===== src/rtl/stage_seq_pkg.sv =====
// Shared definitions for the stage sequencer: default stage numbering,
// the per-cycle sequencing action, and the stage-index width helper.
package stage_seq_pkg;

  localparam int STG_FETCH = 0;
  localparam int STG_DEC   = 1;
  localparam int STG_EXE   = 2;
  localparam int STG_WRBK  = 3;

  localparam int NUM_STG_DEF = 4;
  localparam int EXC_STG_DEF = STG_DEC;

  // What the sequencer does at the next edge, listed in priority order.
  typedef enum logic [2:0] {
    ACT_RST,
    ACT_EXC,
    ACT_TMO,
    ACT_STALL,
    ACT_ADV,
    ACT_WAIT
  } seq_act_e;

  function automatic int stg_idx_w(input int num_stg);
    return (num_stg > 1) ? $clog2(num_stg) : 1;
  endfunction

endpackage


===== src/rtl/stage_seq_if.sv =====
// Core-facing bundle of the stage sequencer: stage enables out, stage
// ready strobes / stall / exception in, plus retire and status outputs.
interface stage_seq_if
  import stage_seq_pkg::*;
#(
  parameter int NUM_STG = NUM_STG_DEF,
  parameter int CNT_W   = 32
);

  localparam int IDX_W = stg_idx_w(NUM_STG);

  logic                 stall_i;
  logic                 exc_i;
  logic [NUM_STG-1:0]   stg_ready_i;
  logic [NUM_STG-1:0]   stg_en_o;
  logic [IDX_W-1:0]     stg_idx_o;
  logic                 stg_first_o;
  logic                 retire_o;
  logic                 tmo_o;
  logic [CNT_W-1:0]     instret_o;

  // The sequencer side.
  modport master (
    input  stall_i, exc_i, stg_ready_i,
    output stg_en_o, stg_idx_o, stg_first_o, retire_o, tmo_o, instret_o
  );

  // The core side, which consumes enables and returns ready strobes.
  modport slave (
    output stall_i, exc_i, stg_ready_i,
    input  stg_en_o, stg_idx_o, stg_first_o, retire_o, tmo_o, instret_o
  );

endinterface


===== src/rtl/stage_seq_wdog.sv =====
// Per-stage watchdog: counts stuck cycles, clears on stage change and
// saturates at all-ones, flagging the timeout condition.
module seq_wdog #(
  parameter int TMO_W = 8
) (
  input  logic clk_i,
  input  logic rst_i,
  input  logic clr_i,
  input  logic en_i,
  output logic sat_o
);

  localparam logic [TMO_W-1:0] CNT_MAX = '1;

  logic [TMO_W-1:0] cnt_q;

  // NOTE: sequential state is written with non-blocking assignments only,
  // so every flop samples the pre-edge value of every other flop.
  always_ff @(posedge clk_i) begin
    if (rst_i || clr_i) begin
      cnt_q <= '0;
    end else if (en_i && (cnt_q != CNT_MAX)) begin
      cnt_q <= cnt_q + 1'b1;
    end
  end

  assign sat_o = (cnt_q == CNT_MAX);

endmodule


===== src/rtl/stage_seq.sv =====
// N-stage one-hot stage sequencer with stall, exception/timeout redirect
// and retire counting. Define STAGE_SEQ_PERF_EN for cycle/stall counters.
module stage_seq
  import stage_seq_pkg::*;
#(
  parameter int NUM_STG = NUM_STG_DEF,
  parameter int EXC_STG = EXC_STG_DEF,
  parameter int TMO_W   = 8,
  parameter int CNT_W   = 32
) (
  input  logic               clk_i,
  input  logic               rst_i,
  stage_seq_if.master        seq
`ifdef STAGE_SEQ_PERF_EN
  ,
  output logic [CNT_W-1:0]   cyc_cnt_o,
  output logic [CNT_W-1:0]   stall_cnt_o
`endif
);

  localparam int               IDX_W    = stg_idx_w(NUM_STG);
  localparam logic [IDX_W-1:0] LAST_IDX = IDX_W'(NUM_STG - 1);
  localparam logic [IDX_W-1:0] EXC_IDX  = IDX_W'(EXC_STG);

  logic [IDX_W-1:0]   idx_q, idx_d;
  logic               first_q, first_d;
  logic               tmo_q;
  logic [CNT_W-1:0]   instret_q;
  logic [NUM_STG-1:0] en_dec;
  logic               ready_cur;
  logic               wdog_sat;
  logic               timeout;
  logic               retire;
  seq_act_e           act;

  assign ready_cur = seq.stg_ready_i[idx_q];
  assign timeout   = wdog_sat & ~ready_cur;

  // NOTE: every signal written here gets a default first, so no path
  // through the block leaves a value unassigned and no latch is inferred.
  always_comb begin
    act     = ACT_WAIT;
    idx_d   = idx_q;
    first_d = 1'b0;

    if (rst_i)               act = ACT_RST;
    else if (seq.exc_i)      act = ACT_EXC;
    else if (timeout)        act = ACT_TMO;
    else if (seq.stall_i)    act = ACT_STALL;
    else if (ready_cur)      act = ACT_ADV;

    case (act)
      ACT_RST: begin
        idx_d   = '0;
        first_d = 1'b1;
      end
      ACT_EXC, ACT_TMO: begin
        idx_d   = EXC_IDX;
        first_d = 1'b1;
      end
      ACT_STALL: first_d = first_q;
      ACT_ADV: begin
        idx_d   = (idx_q == LAST_IDX) ? '0 : idx_q + 1'b1;
        first_d = 1'b1;
      end
      default: ;
    endcase
  end

  always_ff @(posedge clk_i) begin
    if (rst_i) begin
      idx_q     <= '0;
      first_q   <= 1'b1;
      tmo_q     <= 1'b0;
      instret_q <= '0;
    end else begin
      idx_q   <= idx_d;
      first_q <= first_d;
      if (act == ACT_TMO) tmo_q <= 1'b1;
      if (retire) instret_q <= instret_q + 1'b1;
    end
  end

  // A redirect counts as a stage change even when it lands on the same stage.
  seq_wdog #(.TMO_W(TMO_W)) u_wdog (
    .clk_i (clk_i),
    .rst_i (rst_i),
    .clr_i (act inside {ACT_EXC, ACT_TMO, ACT_ADV}),
    .en_i  (act == ACT_WAIT),
    .sat_o (wdog_sat)
  );

  always_comb begin
    en_dec        = '0;
    en_dec[idx_q] = 1'b1;
  end

  assign retire = en_dec[NUM_STG-1] & seq.stg_ready_i[NUM_STG-1]
                & ~seq.stall_i & ~seq.exc_i & ~rst_i;

  assign seq.stg_en_o    = en_dec;
  assign seq.stg_idx_o   = idx_q;
  assign seq.stg_first_o = first_q;
  assign seq.retire_o    = retire;
  assign seq.tmo_o       = tmo_q;
  assign seq.instret_o   = instret_q;

`ifdef STAGE_SEQ_PERF_EN
  logic [CNT_W-1:0] cyc_cnt_q, stall_cnt_q;

  always_ff @(posedge clk_i) begin
    if (rst_i) begin
      cyc_cnt_q   <= '0;
      stall_cnt_q <= '0;
    end else begin
      cyc_cnt_q <= cyc_cnt_q + 1'b1;
      if (seq.stall_i) stall_cnt_q <= stall_cnt_q + 1'b1;
    end
  end

  assign cyc_cnt_o   = cyc_cnt_q;
  assign stall_cnt_o = stall_cnt_q;
`endif

endmodule


===== src/flat_wrapper.sv =====
// flat-port wrapper written by rule: the top's interface ports become plain ports
module stage_seq_flat import stage_seq_pkg::*;
#(
  parameter int NUM_STG = NUM_STG_DEF,
  parameter int EXC_STG = EXC_STG_DEF,
  parameter int TMO_W   = 8,
  parameter int CNT_W   = 32
)
  (clk_i, rst_i, seq_stall_i, seq_exc_i, seq_stg_ready_i, seq_stg_en_o, seq_stg_idx_o, seq_stg_first_o, seq_retire_o, seq_tmo_o, seq_instret_o);
  stage_seq_if #(.NUM_STG(NUM_STG), .CNT_W(CNT_W)) seq_i ();
  input  logic clk_i;
  input  logic rst_i;
  input wire logic [$bits(seq_i.stall_i)-1:0] seq_stall_i;
  input wire logic [$bits(seq_i.exc_i)-1:0] seq_exc_i;
  input wire logic [$bits(seq_i.stg_ready_i)-1:0] seq_stg_ready_i;
  output wire logic [$bits(seq_i.stg_en_o)-1:0] seq_stg_en_o;
  output wire logic [$bits(seq_i.stg_idx_o)-1:0] seq_stg_idx_o;
  output wire logic [$bits(seq_i.stg_first_o)-1:0] seq_stg_first_o;
  output wire logic [$bits(seq_i.retire_o)-1:0] seq_retire_o;
  output wire logic [$bits(seq_i.tmo_o)-1:0] seq_tmo_o;
  output wire logic [$bits(seq_i.instret_o)-1:0] seq_instret_o;
  assign seq_i.stall_i = seq_stall_i;
  assign seq_i.exc_i = seq_exc_i;
  assign seq_i.stg_ready_i = seq_stg_ready_i;
  assign seq_stg_en_o = seq_i.stg_en_o;
  assign seq_stg_idx_o = seq_i.stg_idx_o;
  assign seq_stg_first_o = seq_i.stg_first_o;
  assign seq_retire_o = seq_i.retire_o;
  assign seq_tmo_o = seq_i.tmo_o;
  assign seq_instret_o = seq_i.instret_o;
  stage_seq #(.NUM_STG(NUM_STG), .EXC_STG(EXC_STG), .TMO_W(TMO_W), .CNT_W(CNT_W)) u_core (.clk_i(clk_i), .rst_i(rst_i), .seq(seq_i));
endmodule

===== config.mk =====
export PLATFORM = sky130hd
export DESIGN_NAME = stage_seq_flat
export DESIGN_NICKNAME = d
export VERILOG_FILES = /design/src/rtl/stage_seq_pkg.sv /design/src/rtl/stage_seq_if.sv /design/src/rtl/stage_seq_wdog.sv /design/src/rtl/stage_seq.sv /design/src/flat_wrapper.sv
export SDC_FILE = /design/constraint.sdc
export NUM_CORES = 1
export LEC_CHECK = 0
export CELL_PAD_IN_SITES_DETAIL_PLACEMENT = 1
export CELL_PAD_IN_SITES_GLOBAL_PLACEMENT = 2
export CORE_ASPECT_RATIO = 2
export CORE_MARGIN = 2
export CORE_UTILIZATION = 30
export DETAILED_ROUTE_END_ITERATION = 8
export GPL_TIMING_DRIVEN = 0
export PLACE_DENSITY_LB_ADDON = 0.25
export SYNTH_ARGS = -nofsm -noshare
export SYNTH_HDL_FRONTEND = slang
export SYNTH_HIERARCHICAL = 1
export SYNTH_SLANG_ARGS = --single-unit

===== constraint.sdc =====
create_clock -name clk_i -period 3.1 [get_ports clk_i]
set_input_delay 0.62 -clock clk_i [delete_from_list [all_inputs] [get_ports clk_i]]
set_output_delay 0.62 -clock clk_i [all_outputs]
set_load 0.005 [all_outputs]

==> flow_summary.ini <==
[run_status]
status = finished clean

[clocking]
clkLatencyLatePin_ns = 0.29
clock-sinks = 44
root_buffer = clkbuf_16
cts_tree = yes
clk_pin_slew_worst_paths_ns = 0.06
cts_buffer_depth = 2
cts_buffers = 5
cts.htree.levels = 2
cts_hold_buffers = 0

[finish]
fin_nets = 339
utilization = 0.408
syn_to_final_growth_pct = 33.1
stdcell_count = 420
layout-drive-gt1-share = 0.0859
design_area_um2 = 3050
n_antenna_cell = 0

[timing]
fin_crit_ns = 3.00
rsz0062_at_grt = false
post-route-period-util = 0.969
hold_viol_final = 0
max_freq_mhz = 333
slew_headroom = 0.362
finalMaxSlewViolations = 0
finalSetupViolCount = 0
worst_slew_pin_slew_ns = 0.949
fin_skew_ns = 0.00445
setup_tns_ns = 0

[flow_run]
cap_violations = 0

[floorplanning]
core_area_um2 = 7490
std_cell_rows = 45
ioPinCount = 49
start_util = 0.306
die_w_um = 65.8
die_h_um = 128
die_area_um2 = 8400

[worst_setup_path]
slowest_stage = clkdlybuf4s50_1
arrival_ns = 2.38
crit_family = buffers and inverters
reg2reg_slack_ns = 0.43
startpoint_type = primary input
crit_fanout = 9
worstSetupPathDepth = 5
r2r-end = u_core/u_wdog/cnt_q[4]
endpoint = seq_retire_o
reg2reg_depth = 11
rr_startpoint = u_core/u_wdog/cnt_q[5]
path_cells = clkdlybuf4s50_1 -> or3_1 -> buf_6 -> nor2_2 -> clkdlybuf4s50_1
startpoint = seq_stall_i
crit_path_end_kind = output port
critPathBufInv = 3
worstSetupPathType = in -> out
max_stage_delay_ns = 0.52
crit_path_frequent_cell = clkdlybuf4s50_1
crit_required_ns = 2.48

[detailed_routing]
wl_um = 6570
dr.first_iter.drc_count = 72
vias_per_cell = 5.48
drtAntennaViolNets = 0
dr.pass1.iters = 4
wl_per_cell_um = 15.6
via_count = 2301
drc = 0

[global_routing]
overflow = 0
grt_max_degree = 14
grt_pass1_vias = 2329
track_usage = 0.168
antenna_found_initial = 0
grt_pass1_wl_um = 11200

[power_and_ir_drop]
p_leak_nw = 0.966
power_mw = 1.18
intPower_uw = 916
vdd_ir_drop_max_v = 0.000351
power.share.combinational = 0.055
clkPwrFrac = 0.460
p_switching_uw = 262
p_seq_frac = 0.485
powerDensity_nw_per_um2 = 386
swShare = 0.223

[placed_design]
place_area_um2 = 2890
dp.cells = 411
place.gp.congestion = 0.773
numPortBuffers = 48
dp_hpwl_um = 4850

[synth]
syn_inst = 269
ys_top_cells_by_area = dfxtp_1, or4_1, a21oi_1, o31ai_1, mux2_2
synth_top_area_cell = dfxtp_1
yosys_warnings = 6
yosys.area.top_type_share = 0.384
yosysUniqueCellTypes = 42
synth_area_um2 = 2290
synthesis.nets = 283
ys_seq_area_frac = 0.384
synth_area_per_cell_um2 = 8.53
synth_seq_cells = 44

[min_path]
hp-class = reg -> reg
==> stage by stage <==
step           worst slack [ns]  hold WS, ns
3_3_place_gp             -0.566        0.468
5_1_grt                  0.0188        0.533
3_5_place_dp             -0.584        0.479
4_1_cts                  0.0229        0.492
6_report                 0.0958        0.489
2_1_floorplan             0.626        0.452
==> cell families (layout without fill, tap and decap cells) <==
| logic type | Yosys count | count (layout) | share of synthesized area |
|---|---|---|---|
| flip-flops | 44 | 44 | 0.384 |
| AND/OR/NAND/NOR | 119 | 119 | 0.285 |
| AO/OA/AOI/OAI | 54 | 54 | 0.153 |
| buffers and inverters | 24 | 81 | 0.0436 |
| adder cells (fa/ha/maj) | 6 | 6 | 0.0327 |
| multiplexers | 15 | 15 | 0.0747 |
| XOR/XNOR | 7 | 7 | 0.0267 |
==> synth_stat cells <==
master	number
dfxtp_1	44
a21oi_1	20
nand2_1	20
nor2_1	19
or4_1	14
inv_1	12
nand3_1	11
o31ai_1	11
nand4_1	10
or3_1	10
nor4_1	8
clkbuf_1	7
mux2_2	7
mux2i_1	7
nor2b_1	7
o21ai_0	7
ha_1	6
nor3_1	6
xnor2_1	5
and4_1	4
a2111oi_0	3
a31oi_1	3
nand2b_1	3
a211oi_1	2
and2_1	2
and3_1	2
buf_1	2
buf_2	2
xor2_1	2
a2111oi_1	1
a311oi_1	1
a31o_2	1
a41oi_1	1
and2_2	1
buf_6	1
mux4_2	1
nand2_2	1
o21ba_2	1
o21bai_1	1
o311a_1	1
o31a_1	1
or2_2	1
==> sequential cells by signal, summed over array words and instances, names as in the netlist <==
name / flops
u_core/seq.tmo_o: 1
u_core/u_wdog/cnt_q: 8
u_core/seq.stg_first_o: 1
u_core/seq.instret_o: 32
u_core/seq.stg_idx_o: 2
==> tightest hold or removal path, cell delays in order (launching register included) <==
cell,delay (ns)
dfxtp_1,0.32
nand2_1,0.06
mux2i_1,0.06
==> routing by layer <==
metal / share of wire / global-route usage / vias up
li1: - / - / 1121
met1: 0.46 / 0.219 / 1123
met2: 0.49 / 0.274 / 47
met3: 0.032 / 0.0307 / 10
met4: 0.017 / 0.0600 / 0
met5: 0 / 0 / -
==> final cells by class <==
cell class	count	area, um^2
fillers	904	4440
multi-input cells	201	1320
flip-flops and latches	44	881
repair buffers	49	487
clock buffers	6	139
well taps	94	118
plain buffers	12	57.6
inverters	12	45.0
clock inverters	2	10.0
==> power groups by stage <==
| stage | sequential, mW | clock (mW) | combinational [mW] |
|---|---|---|---|
| finish | 0.572 | 0.542 | 0.0645 |
| global route | 0.572 | 0.584 | 0.0715 |
| CTS | 0.572 | 0.559 | 0.0662 |
| detailed placement | 0.584 | 0 | 0.0658 |
| global placement | 0.584 | 0 | 0.0644 |
| floorplan | 0.584 | 0 | 0.0316 |
==> worst min-delay path by stage <==
stage | start | endpoint | slack (ns) | depth (start not counted)
final | u_core/u_wdog/cnt_q[1] | u_core/u_wdog/cnt_q[1] | 0.49 | 2
after global routing | u_core/seq.tmo_o | u_core/seq.tmo_o | 0.53 | 1
after CTS | u_core/u_wdog/cnt_q[1] | u_core/u_wdog/cnt_q[1] | 0.49 | 2
after detailed placement | u_core/seq.tmo_o | u_core/seq.tmo_o | 0.48 | 1
after global placement | u_core/u_wdog/cnt_q[1] | u_core/u_wdog/cnt_q[1] | 0.47 | 2
after floorplan | u_core/u_wdog/cnt_q[1] | u_core/u_wdog/cnt_q[1] | 0.45 | 2
==> placed cells by master (no fill, tap or decap), types with 8 or more instances in the layout <==
master	count
clkdlybuf4s50_1	47
dfxtp_1	44
nand2_1	20
a21oi_1	20
nor2_1	18
or4_1	14
inv_1	12
nand3_1	11
o31ai_1	11
or3_1	10
nand4_1	10
nor4_1	8
==> timing repair <==
action / CTS / global route
gates resized for setup: 3 / 1
endpoints found under the hold margin: 0 / 0
endpoints found under the setup margin: 23 / 1
setup buffers: 1 / 0
pin swaps: 1 / 0
Power figures use the tool's default switching activity.
